`config.mk`:
```
export PLATFORM = sky130hd
export DESIGN_NAME = fpudiv64
export DESIGN_NICKNAME = d
export VERILOG_FILES = /design/src/rtl/fpu64_pkg.sv /design/src/rtl/fpudiv64_step.sv /design/src/rtl/fpudiv64.sv
export SDC_FILE = /design/constraint.sdc
export NUM_CORES = 1
export LEC_CHECK = 0
export CELL_PAD_IN_SITES_DETAIL_PLACEMENT = 0
export CELL_PAD_IN_SITES_GLOBAL_PLACEMENT = 1
export CORE_AREA = 4 4 184 231
export CTS_CLUSTER_DIAMETER = 50
export DETAILED_ROUTE_END_ITERATION = 8
export DIE_AREA = 0 0 188 235
export PLACE_DENSITY_LB_ADDON = 0.1
export SYNTH_ARGS = -nofsm -noshare
export SYNTH_HDL_FRONTEND = slang
export SYNTH_SLANG_ARGS = --single-unit
```
`constraint.sdc`:
```
create_clock -name clk -period 10.3 [get_ports clk]
set_input_delay 2.06 -clock clk [delete_from_list [all_inputs] [get_ports clk]]
set_output_delay 2.06 -clock clk [all_outputs]
set_load 0.05 [all_outputs]
```
`src/rtl/fpu64_pkg.sv`:
```
// fpu64_pkg: field layout, widths and divider FSM states shared by the FPU blocks.
// Format: sign [63], exponent [62:53] bias 511 (0 encodes zero), mantissa [52:0] with hidden 1.
package fpu64_pkg;
    localparam int EXP_W    = 10;
    localparam int MAN_W    = 53;
    localparam int BIAS     = 511;
    localparam int EXP_MAX  = 1023;
    localparam int SIGN_BIT = 63;
    localparam int EXP_HI   = 62;
    localparam int EXP_LO   = 53;
    localparam int MAN_HI   = 52;
    localparam int SIG_W    = MAN_W + 1;
    localparam int REM_W    = SIG_W + 1;
    typedef enum logic [1:0] {S_IDLE, S_ITER, S_NORM, S_DONE} div_state_t;
endpackage

```
`src/rtl/fpudiv64_step.sv`:
```
// fpudiv64_step: one combinational restoring-division step.
// Ports: i_rem/i_sig_b current remainder and divisor; o_rem next (shifted) remainder, o_q quotient bit.
module fpudiv64_step
    import fpu64_pkg::*;
(
    input  logic [REM_W-1:0] i_rem,
    input  logic [SIG_W-1:0] i_sig_b,
    output logic [REM_W-1:0] o_rem,
    output logic             o_q
);
    logic             w_ge;
    logic [REM_W-1:0] w_diff;
    assign w_ge   = i_rem >= {1'b0, i_sig_b};
    assign w_diff = w_ge ? i_rem - {1'b0, i_sig_b} : i_rem;
    // the remainder stays below sigB after a subtract, so the shift never loses a set bit
    assign o_rem  = w_diff << 1;
    assign o_q    = w_ge;
endmodule

```
`src/rtl/fpudiv64.sv`:
```
// fpudiv64: iterative radix-2 restoring divider for the FPU 64-bit format.
// Ports: clk, rst (async, active-high); in_valid/in_ready with A, B, rnd operand handshake;
//        out_valid/out_ready with registered res, dz, ovf, unf result handshake.
module fpudiv64
    import fpu64_pkg::*;
#(
    parameter int ITER = 56
) (
    input  logic        clk,
    input  logic        rst,
    input  logic        in_valid,
    output logic        in_ready,
    input  logic [63:0] A,
    input  logic [63:0] B,
    input  logic        rnd,
    output logic        out_valid,
    input  logic        out_ready,
    output logic [63:0] res,
    output logic        dz,
    output logic        ovf,
    output logic        unf
);
    localparam int CNT_W = $clog2(ITER);

    div_state_t       r_state, w_state_nxt;
    logic [REM_W-1:0] r_rem, w_rem_nxt;
    logic [SIG_W-1:0] r_sig_b;
    logic [ITER-1:0]  r_q;
    logic [CNT_W-1:0] r_cnt;
    logic [11:0]      r_exp;
    logic             r_sign, r_rnd, r_a_zero, r_b_zero;
    logic [63:0]      r_res;
    logic             r_dz, r_ovf, r_unf;
    logic             w_q_bit, w_accept, w_guard, w_special, w_big, w_small;
    logic             w_dz, w_ovf, w_unf, w_sat, w_zero;
    logic [11:0]      w_e_n, w_e_r;
    logic [MAN_W-1:0] w_frac_pre, w_frac;
    logic [MAN_W:0]   w_frac_inc;
    logic [EXP_W-1:0] w_exp;

    fpudiv64_step u_step (
        .i_rem   (r_rem),
        .i_sig_b (r_sig_b),
        .o_rem   (w_rem_nxt),
        .o_q     (w_q_bit)
    );

    assign in_ready  = r_state == S_IDLE;
    assign out_valid = r_state == S_DONE;
    assign res       = r_res;
    assign dz        = r_dz;
    assign ovf       = r_ovf;
    assign unf       = r_unf;
    assign w_accept  = in_valid && in_ready;

    // quotient lies in (1/2, 2): a clear MSB means one normalizing shift
    assign w_e_n      = r_q[ITER-1] ? r_exp : r_exp - 12'd1;
    assign w_frac_pre = r_q[ITER-1] ? r_q[ITER-2:2] : r_q[ITER-3:1];
    assign w_guard    = r_q[ITER-1] ? r_q[1] : r_q[0];
    assign w_frac_inc = {1'b0, w_frac_pre} + {{MAN_W{1'b0}}, r_rnd & w_guard};
    assign w_e_r      = w_e_n + {11'd0, w_frac_inc[MAN_W]};
    assign w_big      = $signed(w_e_r) >= 12'sd1024;
    assign w_small    = $signed(w_e_r) <= 12'sd0;
    assign w_special  = r_a_zero | r_b_zero;
    assign w_dz       = r_b_zero;
    assign w_ovf      = !w_special && w_big;
    assign w_unf      = !w_special && w_small;
    assign w_sat      = w_dz | w_ovf;
    assign w_zero     = r_a_zero | w_unf;
    assign w_exp      = w_sat ? EXP_W'(EXP_MAX) : w_zero ? '0 : w_e_r[EXP_W-1:0];
    assign w_frac     = w_sat ? '1 : w_zero ? '0 : w_frac_inc[MAN_W-1:0];

    always_ff @(posedge clk or posedge rst) begin
        if (rst)
            r_state <= S_IDLE;
        else
            r_state <= w_state_nxt;
    end

    always_comb begin
        w_state_nxt = r_state;
        case (r_state)
            S_IDLE:  w_state_nxt = in_valid ? S_ITER : S_IDLE;
            S_ITER:  w_state_nxt = (r_cnt == '0) ? S_NORM : S_ITER;
            S_NORM:  w_state_nxt = S_DONE;
            S_DONE:  w_state_nxt = out_ready ? S_IDLE : S_DONE;
            default: w_state_nxt = S_IDLE;
        endcase
    end

    always_ff @(posedge clk or posedge rst) begin
        if (rst) begin
            r_rem    <= '0;
            r_sig_b  <= '0;
            r_q      <= '0;
            r_cnt    <= '0;
            r_exp    <= '0;
            r_sign   <= 1'b0;
            r_rnd    <= 1'b0;
            r_a_zero <= 1'b0;
            r_b_zero <= 1'b0;
            r_res    <= '0;
            r_dz     <= 1'b0;
            r_ovf    <= 1'b0;
            r_unf    <= 1'b0;
        end else begin
            if (w_accept) begin
                r_rem    <= {2'b01, A[MAN_HI:0]};
                r_sig_b  <= {1'b1, B[MAN_HI:0]};
                r_q      <= '0;
                r_cnt    <= CNT_W'(ITER - 1);
                r_exp    <= {2'b00, A[EXP_HI:EXP_LO]} - {2'b00, B[EXP_HI:EXP_LO]} + 12'(BIAS);
                r_sign   <= A[SIGN_BIT] ^ B[SIGN_BIT];
                r_rnd    <= rnd;
                r_a_zero <= A[EXP_HI:EXP_LO] == '0;
                r_b_zero <= B[EXP_HI:EXP_LO] == '0;
            end
            if (r_state == S_ITER) begin
                r_rem <= w_rem_nxt;
                r_q   <= {r_q[ITER-2:0], w_q_bit};
                r_cnt <= r_cnt - 1'b1;
            end
            if (r_state == S_NORM) begin
                r_res <= {r_sign, w_exp, w_frac};
                r_dz  <= w_dz;
                r_ovf <= w_ovf;
                r_unf <= w_unf;
            end
            if (r_state == S_DONE && out_ready) begin
                r_dz  <= 1'b0;
                r_ovf <= 1'b0;
                r_unf <= 1'b0;
            end
        end
    end
endmodule

```
# Yosys cells after proc, flatten, opt, wreduce, memory -nomap -nowiden
# Cells that the tools add are included.
# Widths: inputs -> output; s select.
dict set report op_classes {
  n_addsub 7
  magnitude_cmp 3
  n_eq_ne 3
  mux 24
  bitwise 5
  reduce_logical 11
}
# cell count
set op_table {}
lappend op_table {{$mux 53} 3}
lappend op_table {{$mux 56} 2}
lappend op_table {{$mux 55} 2}
lappend op_table {{$ge 55x54->1} 1}
lappend op_table {{$add 53x1->54} 1}
lappend op_table {{$mux 54} 1}
lappend op_table {{$sub 54x54->54} 1}
lappend op_table {{$logic_not 10->1} 2}
lappend op_table {{$mux 10} 2}
lappend op_table {{$add 11x10->12 const B} 1}
lappend op_table {{$add 12x1->12} 1}
lappend op_table {{$ge 12x12->1 const B} 1}
lappend op_table {{$le 12x1->1 const B} 1}
lappend op_table {{$mux 12} 1}
lappend op_table {{$mux 6} 2}
lappend op_table {{$sub 12x1->12 const B} 1}
lappend op_table {{$sub 10x10->11} 1}
lappend op_table {{$mux 1} 8}
lappend op_table {{$pmux 2 s4} 1}
lappend op_table {{$logic_not 6->1} 1}
lappend op_table {{$sub 6x1->6 const B} 1}
lappend op_table {{$eq 2x2->1 const B} 2}
lappend op_table {{$logic_and 1x1->1} 4}
lappend op_table {{$mux 2} 2}
lappend op_table {{other kinds (7)} 10}
dict set report word_totals {
  ff_bits 256
  wordCells 67
}

# Depth between registers and ports, before layout
# Gate-level depths: netlist of the first run.
dict set report depth {
  ltp_word 9
  mapped_depth 27
  ltp_nobuf 20
}

# By module
# A second synthesis of the first run with hierarchy kept.
dict set report unflattened {
  cells_unflattened 2400
  area_unflattened_um2 19331.0
}
# module instances cells_per_inst area_per_inst_um2 seq_area_each_um2
set by_module_without_submodules {}
lappend by_module_without_submodules {fpudiv64 1 1723 14622.8 6406.1}
lappend by_module_without_submodules {fpudiv64_step 1 677 4708.3 0.0}

# Worst setup path after synthesis of the first run
# No wires, ideal clock.
dict set report synth_timing {
  kind {reg-to-reg}
  startpoint {register r_q[55]}
  endpoint {register r_res[0], in the netlist res[0]}
  setup_ns 0.120
  arrival_ns 6.572
  required_ns 10.180
  setup_slack_ns 3.608
  stages_incl_launch_ff 28
  n_path_buf 9
  synth_period_minus_slack_ns 6.692
  cell_sequence {dfrtp_1 -> buf_4 -> buf_4 -> buf_2 -> buf_1 -> clkbuf_1 -> clkbuf_1 -> mux2_2 -> ha_1 -> nand2_1 -> a2111oi_1 -> nand4_1 -> and4b_1 -> nand4_1 -> a2111oi_0 -> ha_1 -> ha_1 -> nand4b_1 -> nor3_2 -> nor3b_2 -> xnor2_1 -> and3_1 -> or3_1 -> buf_2 -> buf_6 -> buf_2 -> o22ai_1 -> nor2_1}
}
dict set report synth_between {
  elab_chain_cells 9
  elab_cells_between_ends 14
  classes_between {add/sub: 2; order compare: 2; mux: 5; bitwise: 3; reduce/logical: 2}
}
# element line_no
set synth_rtl {}
lappend synth_rtl {{start, declared} fpudiv64.sv:28} ;# logic [ITER-1:0] r_q;
lappend synth_rtl {{start signal, assigned} fpudiv64.sv:120} ;# r_q <= {r_q[ITER-2:0], w_q_bit};
lappend synth_rtl {{$mux 1} fpudiv64.sv:59} ;# assign w_guard = r_q[ITER-1] ? r_q[1] : r_q[0];
lappend synth_rtl {{$and 1x1->1} fpudiv64.sv:60} ;# assign w_frac_inc = {1'b0, w_frac_pre} + {{MAN_W{1'b0}}, r_rnd & w_guard};
lappend synth_rtl {{$add 53x1->54} fpudiv64.sv:60}
lappend synth_rtl {{$add 12x1->12} fpudiv64.sv:61} ;# assign w_e_r = w_e_n + {11'd0, w_frac_inc[MAN_W]};
lappend synth_rtl {{$le 12x1->1} fpudiv64.sv:63} ;# assign w_small = $signed(w_e_r) <= 12'sd0;
lappend synth_rtl {{$logic_and 1x1->1} fpudiv64.sv:67} ;# assign w_unf = !w_special && w_small;
lappend synth_rtl {{$or 1x1->1} fpudiv64.sv:69} ;# assign w_zero = r_a_zero | w_unf;
lappend synth_rtl {{$mux 53} fpudiv64.sv:71} ;# assign w_frac = w_sat ? '1 : w_zero ? '0 : w_frac_inc[MAN_W-1:0];
lappend synth_rtl {{$mux 53 (*)} fpudiv64.sv:71}
lappend synth_rtl {{end signal, assigned} fpudiv64.sv:124} ;# r_res <= {r_sign, w_exp, w_frac};
lappend synth_rtl {{end, declared} fpudiv64.sv:32} ;# logic [63:0] r_res;
# Mark *: on every way between the ends. The rest lies on a longest branch, timed or not.
# A chain may end at the register's enable or synchronous reset.

# Worst setup path after layout of the first run
dict set report layout_timing {
  startpoint {register r_q[55]}
  endpoint {register r_res[25], in the netlist res[25]}
}
# The elaborated chain is that of the path after synthesis.

==> impl_metrics.toml, run 1 <==
[finish]
areaGrowthSynthToFinish_pct = 20.1
drive_above_1_share_pct = 4.48
layout_common_cells = "413 x nand2_1, 255 x dfrtp_1, 201 x clkdlybuf4s50_1"
n_fill_cell = 3880
layout.nets = 2437
final_common_cell = "nand2_1"
final_cell_area_sq_um = 20600

[grt]
grt_pass1_vias = 15200
globalRoute.totalOverflow = 0
grt_antenna_before_repair = 2
grt_max_degree = 142
grt_pass1_wl_um = 79300
gr-usage-all-layers_pct = 21.5

[pwr]
power_density_nw_per_um2 = 408
max-vdd-ir-drop_uv = 223
leakage_uw = 0.00855

[setup_path]
critPathRequiredTime_ns = 10.68
cp.buffers_inverters = 2
cp_slowest_stage_delay_ns = 0.77
path_delay_family = "simple AND/OR/NAND/NOR gates"
critPathSlowestCell = "a2111oi_1"
cp_common_cell = "ha_1"
critPathLaunchType = "register"
crit_path_end_kind = "register"
critPathMaxFanout = 50
crit_type = "reg -> reg"
r2r_setup_slack_ns = 3.42
worstPathArrival_ns = 7.26
path_cells = "mux2i_1, nor2b_1, ha_1, nand2_1, a2111oi_1, nand4_1, and4b_1, nand4_1, a2111oi_0, ha_1, ha_1, nand4b_1, nor3_2, nor3b_2, xnor2_1, and3_1, or3_2, buf_4, nor2_4, buf_4, nor3_1"

[synth]
synth_nets = 2331
synth-seq-cells = 256
synth_edf_count = 0
synth_ff_type = "dfrtp_1"
yosys_warnings = 0
synth.largest_area_cell = "dfrtp_1"
synth.distinct_cells = 73
avgSynthCellArea_sq_um = 8.08
synth_top_cell_area_share_pct = 37.3
synth_area_sq_um = 17200
synthArstFlopShare_pct = 100
synth_cells = 2125
ys_seq_area_share_pct = 37.3
yosys-top-cells-area = "dfrtp_1 37%, nand2_1 9.0%, ha_1 5.2%, o21ai_0 5.0%, xnor2_1 4.8%"

[timing]
rsz0062_at_grt = "no"
fmax_mhz = 145
relSlewSlack_pct = 25.6
fin_worst_skew_ns = 0.0202
setup_tns_ns = 0
worst_pin_slew_ns = 1.12
drv_slew = 0
layout_min_cycle_time_ns = 6.88
finalCritPeriodShare_pct = 66.8
fin_ws_ns = 3.42
finalHoldViolCount = 0
setup_viol = 0

[die]
die_y_um = 235
die_area_sq_um = 44200
io_pins = 202
num_rows = 82
core_sq_um = 40100
initial_utilization_pct = 42.8
fp.dieW_um = 188

[route]
drt_iter0_drc = 681
finalWirelength_um = 48500
wl_per_cell_um = 17.3
viasPerCell = 5.40
drt_pass1_iterations = 5
drc_errors = 0
postRouteAntennaNets = 0
num_vias = 15100

[cts]
clock_path_buffers = 3
numCtsBuffers = 35
insertion_delay_ns = 0.53
cts.sinks = 256
cts_tree = "yes"
path_clk_slew_ns = 0.06
htreeDepth = 2
root_buffer = "clkbuf_16"
post_cts_buffers = 0
cts_hold_buf = 0
cts_resized = 0

[placed_design]
dpl_worst_slack_ns = 3.35
place.gp.congestion = 0.878
dpl.hpwl_um = 34900
dpl_cell_area_sq_um = 19400
portBuffers = 201

[worst_hold_path]
worstHoldPathType = "reg -> reg"

[job]
maxCapViolCount = 0

[outcome]
status = "finished, final reports clean"
[synthesized netlist by cell type (all sizes together) (22+ instances only)]
| master | number |
|---|---|
| a21oi | 103 |
| inv | 100 |
| nand3 | 72 |
| a31oi | 42 |
| o211ai | 22 |
| nor2 | 128 |
| clkbuf | 115 |
| and3 | 41 |
| nand2 | 414 |
| o22ai | 46 |
| a21o | 29 |
| ha | 71 |
| xnor2 | 94 |
| buf | 32 |
| dfrtp | 256 |
| nor2b | 22 |
| o21ai | 175 |
| nand4 | 30 |
| xor2 | 67 |
| mux2i | 51 |
[sequential cells by signal (all words and copies together) (netlist names), 2 cells and up]
name	flops
r_q	56
r_sig_b	54
r_exp	12
r_rem	55
r_cnt	6
res	64
r_state	2
[worst register-to-register path, stage by stage, from the launching register on]
cell	delay, ns
dfrtp_4	0.64
mux2i_1	0.19
nor2b_1	0.13
ha_1	0.18
nand2_1	0.08
a2111oi_1	0.77
nand4_1	0.45
and4b_1	0.48
nand4_1	0.16
a2111oi_0	0.57
ha_1	0.29
ha_1	0.22
nand4b_1	0.18
nor3_2	0.26
nor3b_2	0.21
xnor2_1	0.10
and3_1	0.20
or3_2	0.41
buf_4	0.30
nor2_4	0.31
buf_4	0.46
nor3_1	0.15
[power by group]
| group | internal [uW] | switching [uW] |
|---|---|---|
| combinational | 2000 | 3200 |
| sequential | 1520 | 446 |
| clock | 765 | 482 |
[through the flow]
| step | utilization [%] | std cells | total power [uW] | hold slack (ns) |
|---|---|---|---|---|
| after floorplan | - | 2125 | 5850 | 0.418 |
| after global placement | 48.4 | 2740 | 7130 | 0.437 |
| after detailed placement | 48.4 | 2740 | 7190 | 0.441 |
| after CTS | 51.4 | 2799 | 8500 | 0.452 |
| after global routing | 51.4 | 2801 | 9160 | 0.480 |
| final | 51.4 | 2801 | 8410 | 0.452 |
[logic make-up (layout without fill, tap and decap cells)]
logic type                 Yosys count  in the layout  synth area share, %
other                                0              2                    0
AOI/OAI and AO/OA                  525            525                 18.7
DFF                                256            256                 37.3
adders and majority gates           73             73                 5.41
muxes                               55             55                 3.23
buffers and inverters              247            375                 5.68
and+or+nand+nor                    808            808                 21.5
xor gates and xnor gates           161            161                 8.21
[per-layer routing]
metal  vias up  GRT usage (%)  wire length, um
met2       262           37.9            24200
li1       7591              -                -
met5         -              0                0
met3        86           2.67             1540
met1      7179           26.9            21000
met4         0           7.81             1710
[final cells by class]
class	instances	area (sq um)	share of cell area, %
clock inverters	16	205	0.995
well taps	546	683	3.31
clock buffers	43	988	4.79
flip-flops and latches	256	6410	31.1
multi-input cells	1622	9820	47.6
inverters	100	383	1.86
repair buffers	216	2120	10.3
diodes	2	5.00	0.0243
[final timing paths]
kind | from | endpoint | cells after the start
max reg2reg | r_q[55]$_DFFE_PP0P_ | res[25]$_DFFE_PP0P_ | 21
max in group asynchronous | rst | r_q[55]$_DFFE_PP0P_ | 3
max | r_q[55]$_DFFE_PP0P_ | res[25]$_DFFE_PP0P_ | 21
min reg2reg | r_sig_b[53]$_DFFE_PP0P_ | r_sig_b[53]$_DFFE_PP0P_ | 2
min | r_sig_b[53]$_DFFE_PP0P_ | r_sig_b[53]$_DFFE_PP0P_ | 2
min in group asynchronous | rst | r_rem[16]$_DFFE_PP0P_ | 2
Power figures use the tool's default switching activity.
==> run 2: changes to the inputs <==
- CORE_AREA: 4 4 184 231 -> 4 4 193 242
- DIE_AREA: 0 0 188 235 -> 0 0 197 246
- clock period: 10.3 -> 5.8 ns (I/O delays scaled with it)
==> run 2 against run 1 <==
- core utilization down 4.3 points
- cell area rose by 0.72%
- final cell count grew 1.4%
- die area increased by 9.7%
- critical path depth down 2
- sequential share of layout area fell by 0.22 points
- via count rose by 0.36%
- first-iteration DRC count rose by 7.6%
- fmax is 29% higher
- clock-buffer cell count fell by 2
- hold slack improved by 0.017 ns
- largest power group unchanged
- highest routed layer unchanged
==> impl_metrics.toml, run 2 (synthesized netlist as in run 1, its figures left out) <==
[outcome]
status = "finished, final reports clean"

[route]
drt_iter0_drc = 733
finalWirelength_um = 49900
drt_pass1_iterations = 5
num_vias = 15200
viasPerCell = 5.34
drc_errors = 0
wl_per_cell_um = 17.6
postRouteAntennaNets = 0

[cts]
insertion_delay_ns = 0.53
path_clk_slew_ns = 0.06
numCtsBuffers = 34
root_buffer = "clkbuf_16"
cts_tree = "yes"
htreeDepth = 2
clock_path_buffers = 3
post_cts_buffers = 0
cts.sinks = 256

[setup_path]
path_cells = "buf_4, buf_4, mux2i_1, nor3b_1, nand4_1, and4b_2, nand4_1, a2111oi_2, ha_1, ha_1, nand4b_1, nor3_2, nor3b_2, xnor2_1, and3_1, or3_2, buf_12, o32ai_1, nor2_1"
critPathRequiredTime_ns = 6.20
cp_slowest_stage_delay_ns = 0.59
worstPathArrival_ns = 5.75
critPathMaxFanout = 40
crit_type = "reg -> reg"
critPathSlowestCell = "or3_2"
r2r_cells = 19
critPathLaunchType = "register"
crit_path_end_kind = "register"

[finish]
drive_above_1_share_pct = 5.16
largest_reg_flops = 64
final_common_cell = "nand2_1"
layout.nets = 2448
areaGrowthSynthToFinish_pct = 20.9
layout_common_cells = "413 x nand2_1, 255 x dfrtp_1, 201 x clkdlybuf4s50_1"
final_cell_area_sq_um = 20800

[timing]
setup_viol = 0
fin_worst_skew_ns = 0.0195
rsz0062_at_grt = "no"
finalHoldViolCount = 0
setup_tns_ns = 0
worst_pin_slew_ns = 0.841
relSlewSlack_pct = 43.8
finalCritPeriodShare_pct = 92.3
layout_min_cycle_time_ns = 5.35
fmax_mhz = 187
drv_slew = 0

[die]
io_pins = 202
initial_utilization_pct = 38.9
num_rows = 86
core_sq_um = 44100
die_y_um = 246
fp.dieW_um = 197
die_area_sq_um = 48500

[pwr]
power_density_nw_per_um2 = 721
max-vdd-ir-drop_uv = 351
leakage_uw = 0.00861

[grt]
grt_max_degree = 132
grt_antenna_before_repair = 1
globalRoute.totalOverflow = 0
gr-usage-all-layers_pct = 20.2
grt_pass1_wl_um = 81300
grt_pass1_vias = 15200

[worst_hold_path]
worstHoldPathType = "reg -> reg"
min_delay_path_depth = 2

[placed_design]
portBuffers = 201
dpl.hpwl_um = 36400
dpl_cell_area_sq_um = 19600
place.gp.congestion = 0.863

[job]
maxCapViolCount = 0
[run 2: changes by cell type in the layout (fill, tap and decap cells not counted), moves of 2 or more]
cell | previous run | this run
inv_6 | 4 | 2
clkinv_4 | 5 | 1
clkinvlp_4 | 2 | 4
clkbuf_16 | 37 | 35
buf_12 | 0 | 5
buf_4 | 15 | 21
clkinv_2 | 1 | 9
[run 2: final cells by class]
type                    instances  area [sq um]
fillers                      4451         23300
multi-input cells            1622          9850
flip-flops and latches        256          6410
repair buffers                228          2280
clock buffers                  41           928
well taps                     572           716
inverters                     100           379
clock inverters                19           200
diodes                          1          2.50
[run 2: repair_timing]
item,4_1_cts,5_1_grt
endpoints found under the setup margin,0,54
hold buffers,0,0
hold endpoints to repair,0,0
gates resized for setup,0,3
[run 2: where the power goes]
part           switching [uW]  total, uW  internal (uW)
Sequential                775       3470           2700
Combinational            5770       9370           3610
Clock                     838       2120           1280
[run 2: per-layer routing]
layer	GRT usage [%]	up-vias	part of all wire, %	wire, um
met5	0	-	0	0
met2	36.3	248	51	25300
met3	2.54	57	3.3	1660
met1	25.8	7262	44	21900
li1	-	7605	-	-
met4	5.20	0	2.2	1110
[run 2: path summary, 6_finish.rpt]
path                                                end  slack (ns)                     from
worst min register to register  r_sig_b[53]$_DFFE_PP0P_        0.47  r_sig_b[53]$_DFFE_PP0P_
max in group asynchronous           r_q[55]$_DFFE_PP0P_        3.84                      rst
worst max register to register       res[7]$_DFFE_PP0P_        0.45      r_q[55]$_DFFE_PP0P_
min in group asynchronous           res[61]$_DFFE_PP0P_        0.93                      rst
worst min-delay path            r_sig_b[53]$_DFFE_PP0P_        0.47  r_sig_b[53]$_DFFE_PP0P_
worst max-delay path                 res[7]$_DFFE_PP0P_        0.45      r_q[55]$_DFFE_PP0P_
[run 2: per-stage QoR]
| stage | power, uW | utilization, % | setup WS (ns) | hold slack, ns | cells |
|---|---|---|---|---|---|
| 2_1_floorplan | 10400 | - | 0.0269 | 0.418 | 2125 |
| 3_3_place_gp | 12800 | 44.5 | 0.330 | 0.436 | 2778 |
| 3_5_place_dp | 12900 | 44.5 | 0.228 | 0.460 | 2778 |
| 4_1_cts | 15100 | 47.1 | 0.198 | 0.473 | 2838 |
| 5_1_grt | 16300 | 47.1 | 0.0322 | 0.479 | 2839 |
| 6_report | 15000 | 47.1 | 0.449 | 0.469 | 2839 |
[run 2: critical path, delay by kind of cell, from the launching register on]
| kind | cells | cell delay, ns |
|---|---|---|
| simple gates | 10 | 2.59 |
| compound gates | 2 | 0.74 |
| buf+inv | 3 | 0.66 |
| flops | 1 | 0.49 |
| fa+ha+maj | 2 | 0.47 |
| mux | 1 | 0.13 |
| xor+xnor | 1 | 0.10 |
==> run 3: changes to the inputs <==
--- a/config.mk
+++ b/config.mk
@@ -13,4 +13,5 @@
 export DIE_AREA = 0 0 197 246
 export PLACE_DENSITY_LB_ADDON = 0.1
+export SKIP_CTS_REPAIR_TIMING = 1
 export SYNTH_ARGS = -nofsm -noshare
 export SYNTH_HDL_FRONTEND = slang
==> constraint.sdc (replaced) <==
create_clock -name clk -period 5.8 [get_ports clk]
set_input_delay 1.16 -clock clk [delete_from_list [all_inputs] [get_ports clk]]
set_output_delay 1.16 -clock clk [all_outputs]
set_load 0.1 [all_outputs]
==> results of run 3 <==
The final DEF is identical to that of run 2. Status: finished, final reports clean.
Power of run 3 is left out: the tool's default activity adds up to more than one toggle a clock period on the data nets, which glitch-free logic cannot reach.
